[config.mk]
export PLATFORM = sky130hd
export DESIGN_NAME = mem_ctrl_flat
export DESIGN_NICKNAME = d
export VERILOG_FILES = /design/src/rtl/mem_ctrl_pkg.sv /design/src/rtl/mem_ctrl_if.sv /design/src/rtl/mem_load_extend.sv /design/src/rtl/mem_ctrl.sv /design/src/flat_wrapper.sv
export SDC_FILE = /design/constraint.sdc
export NUM_CORES = 1
export LEC_CHECK = 0
export CAP_MARGIN = 10
export CORE_AREA = 2 2 138 174
export CTS_CLUSTER_DIAMETER = 150
export DETAILED_ROUTE_END_ITERATION = 7
export DIE_AREA = 0 0 140 176
export GPL_ROUTABILITY_DRIVEN = 0
export PLACE_DENSITY = 0.77
export SYNTH_ARGS = -nofsm -noshare
export SYNTH_HDL_FRONTEND = slang
export SYNTH_HIERARCHICAL = 1
export SYNTH_SLANG_ARGS = --single-unit
[constraint.sdc]
create_clock -name clk_in -period 4 [get_ports clk_in]
set_input_delay 1.2 -clock clk_in [delete_from_list [all_inputs] [get_ports clk_in]]
set_output_delay 1.2 -clock clk_in [all_outputs]
set_load 0.01 [all_outputs]
[src/rtl/mem_ctrl_pkg.sv]
// Shared definitions for the byte-serial memory controller: state encoding,
// lsb_op field positions, access size codes and default IO addresses.
package mem_ctrl_pkg;

    typedef enum logic [2:0] {
        S_IDLE,
        S_FETCH,
        S_LOAD,
        S_STORE,
        S_DONE
    } state_t;

    // lsb_op fields
    localparam int OP_STORE_BIT    = 3;
    localparam int OP_UNSIGNED_BIT = 2;

    localparam logic [1:0] SIZE_BYTE = 2'b00;
    localparam logic [1:0] SIZE_HALF = 2'b01;
    localparam logic [1:0] SIZE_WORD = 2'b10;

    localparam logic [31:0] IO_ADDR_LO_DEFAULT = 32'h0003_0000;
    localparam logic [31:0] IO_ADDR_HI_DEFAULT = 32'h0003_0004;

    // Number of single-byte RAM cycles for a size code; the unused code
    // behaves like a word so a stray encoding can never hang the sequencer.
    function automatic logic [2:0] size_len(input logic [1:0] size);
        case (size)
            SIZE_BYTE: size_len = 3'd1;
            SIZE_HALF: size_len = 3'd2;
            default:   size_len = 3'd4;
        endcase
    endfunction

endpackage

[src/rtl/mem_ctrl_if.sv]
// Core-side request/response bundle: instruction-fetch port and load/store
// buffer port. The core is the master, the controller the slave.
interface mem_ctrl_if;
    logic        if_valid;
    logic [31:0] if_addr;
    logic        if_ready;
    logic [31:0] if_data;

    logic        lsb_valid;
    logic [31:0] lsb_addr;
    logic [31:0] lsb_data;
    logic [3:0]  lsb_op;
    logic        lsb_ready;
    logic [31:0] lsb_val;

    modport master (
        output if_valid, if_addr, lsb_valid, lsb_addr, lsb_data, lsb_op,
        input  if_ready, if_data, lsb_ready, lsb_val
    );

    modport slave (
        input  if_valid, if_addr, lsb_valid, lsb_addr, lsb_data, lsb_op,
        output if_ready, if_data, lsb_ready, lsb_val
    );
endinterface

[src/rtl/mem_load_extend.sv]
// Combinational load result formatting: byte/half are sign- or
// zero-extended from their top bit, words pass through unchanged.
module mem_load_extend
    import mem_ctrl_pkg::*;
(
    input  logic [31:0] raw,
    input  logic [1:0]  size,
    input  logic        is_unsigned,
    output logic [31:0] ext
);

    // Select the extension by access size.
    always_comb begin
        ext = raw;
        case (size)
            SIZE_BYTE: ext = {{24{raw[7]  & ~is_unsigned}}, raw[7:0]};
            SIZE_HALF: ext = {{16{raw[15] & ~is_unsigned}}, raw[15:0]};
            default:   ext = raw;
        endcase
    end

endmodule

[src/rtl/mem_ctrl.sv]
// Byte-serial memory controller. Arbitrates fetch and load/store requests
// (load/store wins), runs each access as 1/2/4 single-byte RAM cycles and
// returns assembled data with a one-cycle ready pulse. RAM reads are
// synchronous: the byte for mem_a appears on mem_din one cycle later.
module mem_ctrl
    import mem_ctrl_pkg::*;
#(
    parameter logic [31:0] IO_ADDR_LO = IO_ADDR_LO_DEFAULT,
    parameter logic [31:0] IO_ADDR_HI = IO_ADDR_HI_DEFAULT
) (
    input  logic        clk_in,
    input  logic        rst_n,
    input  logic        rdy_in,
    input  logic        clear_flag,
    mem_ctrl_if.slave   core,
    input  logic [7:0]  mem_din,
    output logic [7:0]  mem_dout,
    output logic [31:0] mem_a,
    output logic        mem_wr,
    input  logic        io_buffer_full
);

    state_t      state_q, state_d;
    logic [2:0]  cnt_q, cnt_d;
    logic [2:0]  len_q, len_d;
    logic [31:0] base_q, base_d;
    logic [31:0] data_q, data_d;
    logic [1:0]  size_q, size_d;
    logic        uns_q, uns_d;
    logic        fetch_q, fetch_d;
    logic        flushed_q, flushed_d;
    logic [31:0] buf_q, buf_d;
    logic [31:0] mem_a_q, mem_a_d;
    logic [7:0]  dout_q, dout_d;
    logic        wr_q, wr_d;
    logic [31:0] if_data_q, if_data_d;
    logic [31:0] lsb_val_q, lsb_val_d;

    logic [1:0]  lane_idx;
    logic [31:0] buf_merged;
    logic [31:0] ext_val;
    logic        io_hit;
    logic        done_pulse;

    // In a read state with cnt = c, mem_din carries byte c-1.
    assign lane_idx = 2'(cnt_q - 3'd1);
    assign io_hit   = (base_q == IO_ADDR_LO) || (base_q == IO_ADDR_HI);

    // Read buffer with the byte currently on mem_din merged into its lane, so
    // the last byte reaches the result in the same cycle it is captured.
    always_comb begin
        buf_merged = buf_q;
        buf_merged[{lane_idx, 3'b000} +: 8] = mem_din;
    end

    mem_load_extend u_extend (
        .raw         (buf_merged),
        .size        (size_q),
        .is_unsigned (uns_q),
        .ext         (ext_val)
    );

    // Next-state and datapath update for the access sequencer.
    always_comb begin
        // NOTE: every target gets its hold value first, so no path through the case can infer a latch.
        state_d   = state_q;
        cnt_d     = cnt_q;
        len_d     = len_q;
        base_d    = base_q;
        data_d    = data_q;
        size_d    = size_q;
        uns_d     = uns_q;
        fetch_d   = fetch_q;
        flushed_d = flushed_q;
        buf_d     = buf_q;
        mem_a_d   = mem_a_q;
        dout_d    = dout_q;
        wr_d      = 1'b0;
        if_data_d = if_data_q;
        lsb_val_d = lsb_val_q;

        case (state_q)
            S_IDLE: begin
                flushed_d = 1'b0;
                cnt_d     = 3'd0;
                buf_d     = '0;
                if (!clear_flag) begin
                    if (core.lsb_valid) begin
                        base_d  = core.lsb_addr;
                        data_d  = core.lsb_data;
                        size_d  = core.lsb_op[1:0];
                        uns_d   = core.lsb_op[OP_UNSIGNED_BIT];
                        len_d   = size_len(core.lsb_op[1:0]);
                        fetch_d = 1'b0;
                        mem_a_d = core.lsb_addr;
                        state_d = core.lsb_op[OP_STORE_BIT] ? S_STORE : S_LOAD;
                    end else if (core.if_valid) begin
                        base_d  = core.if_addr;
                        size_d  = SIZE_WORD;
                        uns_d   = 1'b1;
                        len_d   = 3'd4;
                        fetch_d = 1'b1;
                        mem_a_d = core.if_addr;
                        state_d = S_FETCH;
                    end
                end
            end

            S_FETCH, S_LOAD: begin
                if (clear_flag) begin
                    state_d = S_IDLE;
                end else begin
                    if (cnt_q != 3'd0) begin
                        buf_d = buf_merged;
                    end
                    if (cnt_q == len_q) begin
                        state_d = S_DONE;
                        if (fetch_q) begin
                            if_data_d = buf_merged;
                        end else begin
                            lsb_val_d = ext_val;
                        end
                    end else begin
                        cnt_d = cnt_q + 3'd1;
                        if (cnt_d < len_q) begin
                            mem_a_d = base_q + {29'd0, cnt_d};
                        end
                    end
                end
            end

            S_STORE: begin
                // A store is committed once accepted; a flush only mutes its ready.
                flushed_d = flushed_q | clear_flag;
                if (cnt_q == len_q) begin
                    state_d   = S_DONE;
                    lsb_val_d = '0;
                end else if (!(io_hit && io_buffer_full)) begin
                    mem_a_d = base_q + {29'd0, cnt_q};
                    dout_d  = data_q[{cnt_q[1:0], 3'b000} +: 8];
                    wr_d    = 1'b1;
                    cnt_d   = cnt_q + 3'd1;
                end
            end

            S_DONE: begin
                state_d = S_IDLE;
            end

            default: begin
                state_d = S_IDLE;
            end
        endcase
    end

    // State and datapath registers; rdy_in low freezes everything.
    always_ff @(posedge clk_in or negedge rst_n) begin
        if (!rst_n) begin
            state_q   <= S_IDLE;
            cnt_q     <= '0;
            len_q     <= '0;
            base_q    <= '0;
            data_q    <= '0;
            size_q    <= SIZE_BYTE;
            uns_q     <= 1'b0;
            fetch_q   <= 1'b0;
            flushed_q <= 1'b0;
            buf_q     <= '0;
            mem_a_q   <= '0;
            dout_q    <= '0;
            wr_q      <= 1'b0;
            if_data_q <= '0;
            lsb_val_q <= '0;
        end else if (rdy_in) begin
            // NOTE: non-blocking so every register samples the pre-edge values computed above.
            state_q   <= state_d;
            cnt_q     <= cnt_d;
            len_q     <= len_d;
            base_q    <= base_d;
            data_q    <= data_d;
            size_q    <= size_d;
            uns_q     <= uns_d;
            fetch_q   <= fetch_d;
            flushed_q <= flushed_d;
            buf_q     <= buf_d;
            mem_a_q   <= mem_a_d;
            dout_q    <= dout_d;
            wr_q      <= wr_d;
            if_data_q <= if_data_d;
            lsb_val_q <= lsb_val_d;
        end
    end

    // DONE lasts until rdy_in lets it advance, so gating with rdy_in keeps it to one pulse.
    assign done_pulse = (state_q == S_DONE) && rdy_in && !flushed_q && !clear_flag;

    assign core.if_ready  = done_pulse &&  fetch_q;
    assign core.lsb_ready = done_pulse && !fetch_q;
    assign core.if_data   = if_data_q;
    assign core.lsb_val   = lsb_val_q;

    assign mem_a    = mem_a_q;
    assign mem_dout = dout_q;
    assign mem_wr   = wr_q && rdy_in;

endmodule

[src/flat_wrapper.sv]
// flat-port wrapper written by rule: the top's interface ports become plain ports
module mem_ctrl_flat import mem_ctrl_pkg::*;
#(
    parameter logic [31:0] IO_ADDR_LO = IO_ADDR_LO_DEFAULT,
    parameter logic [31:0] IO_ADDR_HI = IO_ADDR_HI_DEFAULT
)
  (clk_in, rst_n, rdy_in, clear_flag, mem_din, mem_dout, mem_a, mem_wr, io_buffer_full, core_if_valid, core_if_addr, core_lsb_valid, core_lsb_addr, core_lsb_data, core_lsb_op, core_if_ready, core_if_data, core_lsb_ready, core_lsb_val);
  mem_ctrl_if core_i ();
  input  logic clk_in;
  input  logic rst_n;
  input  logic rdy_in;
  input  logic clear_flag;
  input  logic [7:0] mem_din;
  output logic [7:0] mem_dout;
  output logic [31:0] mem_a;
  output logic mem_wr;
  input  logic io_buffer_full;
  input wire logic [$bits(core_i.if_valid)-1:0] core_if_valid;
  input wire logic [$bits(core_i.if_addr)-1:0] core_if_addr;
  input wire logic [$bits(core_i.lsb_valid)-1:0] core_lsb_valid;
  input wire logic [$bits(core_i.lsb_addr)-1:0] core_lsb_addr;
  input wire logic [$bits(core_i.lsb_data)-1:0] core_lsb_data;
  input wire logic [$bits(core_i.lsb_op)-1:0] core_lsb_op;
  output wire logic [$bits(core_i.if_ready)-1:0] core_if_ready;
  output wire logic [$bits(core_i.if_data)-1:0] core_if_data;
  output wire logic [$bits(core_i.lsb_ready)-1:0] core_lsb_ready;
  output wire logic [$bits(core_i.lsb_val)-1:0] core_lsb_val;
  assign core_i.if_valid = core_if_valid;
  assign core_i.if_addr = core_if_addr;
  assign core_i.lsb_valid = core_lsb_valid;
  assign core_i.lsb_addr = core_lsb_addr;
  assign core_i.lsb_data = core_lsb_data;
  assign core_i.lsb_op = core_lsb_op;
  assign core_if_ready = core_i.if_ready;
  assign core_if_data = core_i.if_data;
  assign core_lsb_ready = core_i.lsb_ready;
  assign core_lsb_val = core_i.lsb_val;
  mem_ctrl #(.IO_ADDR_LO(IO_ADDR_LO), .IO_ADDR_HI(IO_ADDR_HI)) u_core (.clk_in(clk_in), .rst_n(rst_n), .rdy_in(rdy_in), .clear_flag(clear_flag), .core(core_i), .mem_din(mem_din), .mem_dout(mem_dout), .mem_a(mem_a), .mem_wr(mem_wr), .io_buffer_full(io_buffer_full));
endmodule
==> results.ini <==
[outcome]
outcome=finished, violations left
failed_checks=DRC

[critical_path]
reg2regPathDepth=11
path_delay_family=buffers and inverters
critPathLaunchType=input port
crit_fanout=6
critPathSlowestCell=clkdlybuf4s50_1
required_ps=2800
rr_startpoint=u_core/state_q[0]$_DFFE_PN0P_
cpPeakStageDelay_ps=550
cp_cell_sequence=clkdlybuf4s50_1, buf_4, and2_1, clkdlybuf4s50_1
cp.arrival_ps=2570
r2r_slack_ps=250
crit_top_cell=clkdlybuf4s50_1
crit_type=input port to output pin
worst-path-buf-inv=3
r2r_end=u_core/mem_a[28]$_DFFE_PN0P_
critical_path.endpoint_type=output pin

[power]
power_density_nw_per_um2=578
power.internal_mw=5.56
leakagePower_nw=6.39
p_sw_mw=2.86
combinationalPowerShare_pct=35.4
clock_power_share_pct=26.3
ir_drop_v=0.000388
p_seq_share_pct=38.3
p_sw_share_pct=34.0

[route]
routedWlPerCell_microns=18.2
firstDrtPassIters=8
drt-total-wl_microns=30000
drc=10
ant_nets=0
avgViaCountPerCell=5.71
vias=9379
drt_iter0_drc=694

[global_routing]
antenna_found_initial=1
grt_max_degree=85
grt-ovfl-total=0
grt_pass1_vias=9391
track_usage_pct=24.4
grt_pass1_wl_microns=48700

[cts]
clk_latency_ps=510
cts_tree=done
cts_buffers=23
clk_path_buf_depth=3
postCtsSetupBuffers=0
cts_hold_buf=0
cts.sinks=215
clock-root-buffer=clkbuf_16
clk_pin_slew_worst_paths_ps=60
h-tree-depth=1

[min_path]
min-delay-start=u_core/wr_q$_DFFE_PN0P_
hold_path.class=register to register
min_path_cells=1
worstHoldEndpoint=u_core/wr_q$_DFFE_PN0P_

[flow_run]
max_cap_viol_count=0

[layout]
drive_above_1_share_pct=12.0
fill_cells=1865
multiInputGateArea_sq_um=5330
area_growth_syn_to_layout_pct=28.8
instances_no_fill=1643
post-route-util_pct=63.7
seq_area_sq_um=5380
n_antenna_cell=0
nets=1468

[synth]
ys.warnings.count=6
async_reset_ff_share_pct=100
netlist_area_sq_um=11300
ys_types=69
synth_top_cell_area_share_pct=47.6
seq_area_frac_synth_pct=47.6
synthCells=1155
synthTopCellsByCount=dfrtp_1 (215), nand2_1 (190), o21ai_0 (134)
synth_edf_count=0
avgSynthCellArea_sq_um=9.79
synthFlopType=dfrtp_1
synth_top_area_cell=dfrtp_1
synth.area.top_cells=dfrtp_1 (48%), nand2_1 (6.3%), o21ai_0 (5.9%), mux2_2 (5.9%), o31ai_1 (4.8%)
ys_seq_elements=215
syn_nets=1283
synth.most_common_cell=dfrtp_1

[sta]
fin_ws_ps=233
rsz0062_at_grt=no
finalSetupViolCount=0
max_freq_ghz=0.265
slew_violations=0
tns_ps=0
skew_ps=10.2
tightest_slew_ps=968
finalCriticalPeriod_ps=3770
hold_viol=0
fin_crit_sh_pct=94.2
slew_headroom_pct=35.2

[die]
initial_core_util_pct=49.4
core_area_sq_um=22900
die-area_sq_um=24600
die_y_microns=176
num_rows=62
die_w_microns=140
ios=222

[placed_design]
dp.cells=1603
port_buffers=221
pre_cts_ws_ps=-10.7
dpl.hpwl_microns=21500

what timing repair did:
item | CTS | global route
resized for setup | 1 | 2
setup endpoints to repair | 1 | 2
pin swaps | 0 | 0
how the worst max path moves through the flow:
stage / slack (ps) / endpoint / depth (start not counted) / start
global placement: -5 / core_lsb_ready / 5 / rdy_in
detailed placement: -10 / core_lsb_ready / 5 / rdy_in
global route: 110 / u_core/mem_a[26]$_DFFE_PN0P_ / 10 / u_core/state_q[0]$_DFFE_PN0P_
CTS: 20 / core_lsb_ready / 4 / clear_flag
floorplan: 420 / u_core/mem_a[26]$_DFFE_PN0P_ / 14 / u_core/cnt_q[0]$_DFFE_PN0P_
finish: 230 / mem_wr / 4 / rdy_in
cells in the final DEF, fill, tap and decap left out, types with 18 or more instances in the layout:
cell and instances:
nand2_1 189, mux2i_1 44, dfrtp_1 215, clkdlybuf4s50_1 217, inv_1 49, nor2b_1 34
a21oi_1 43, mux2_2 59, o21ai_0 134, buf_4 34, nor2_1 18, clkbuf_16 23
o31ai_1 73
state kept, by name, summed over array words and instances, names as in the netlist:
signal               flops
u_core/base_q           32
u_core/core.lsb_val     32
u_core/wr_q              1
u_core/core.if_data     32
u_core/state_q           3
u_core/uns_q             1
u_core/len_q             3
u_core/data_q           32
u_core/flushed_q         1
u_core/fetch_q           1
u_core/mem_dout          8
u_core/mem_a            32
u_core/cnt_q             3
u_core/size_q            2
u_core/buf_q            32
cells by family after synthesis:
family                     synth area share [%]
DFF                                        47.6
muxes                                      12.4
xor gates and xnor gates                   1.24
buffers and inverters                      5.62
AOI/OAI and AO/OA                          16.7
and+or+nand+nor                            15.0
adders and majority gates                  1.50
layout make-up:
| class | count | area share (%) |
|---|---|---|
| Timing Repair Buffer | 257 | 17.2 |
| Clock inverter | 6 | 0.584 |
| Sequential cell | 215 | 36.9 |
| Multi-Input combinational cell | 794 | 36.6 |
| Tap cell | 288 | 2.47 |
| Inverter | 49 | 1.26 |
| Clock buffer | 34 | 4.92 |
power by group through the flow:
stage | logic, mW | registers (mW) | clock network (mW)
finish | 2.98 | 3.23 | 2.21
global route | 3.26 | 3.31 | 2.35
CTS | 2.99 | 3.22 | 2.26
detailed placement | 2.97 | 3.25 | 0
global placement | 2.90 | 3.23 | 0
floorplan | 1.74 | 3.20 | 0
per-layer routing:
layer  GRT usage, %  part of all wire (%)
met1           30.2                    39
met2           43.5                    51
met3           4.45                   6.7
met4           7.83                   2.7
met5              0                 0.043
per-stage QoR:
stage / power [mW] / hold WS (ps) / instance area (sq um)
finish: 8.42 / 469 / 14600
global route: 8.92 / 486 / 14600
CTS: 8.48 / 471 / 14600
detailed placement: 6.22 / 458 / 13800
global placement: 6.13 / 451 / 13800
floorplan: 4.95 / 441 / 11300
No activity file was read; power rests on OpenSTA's default activity.
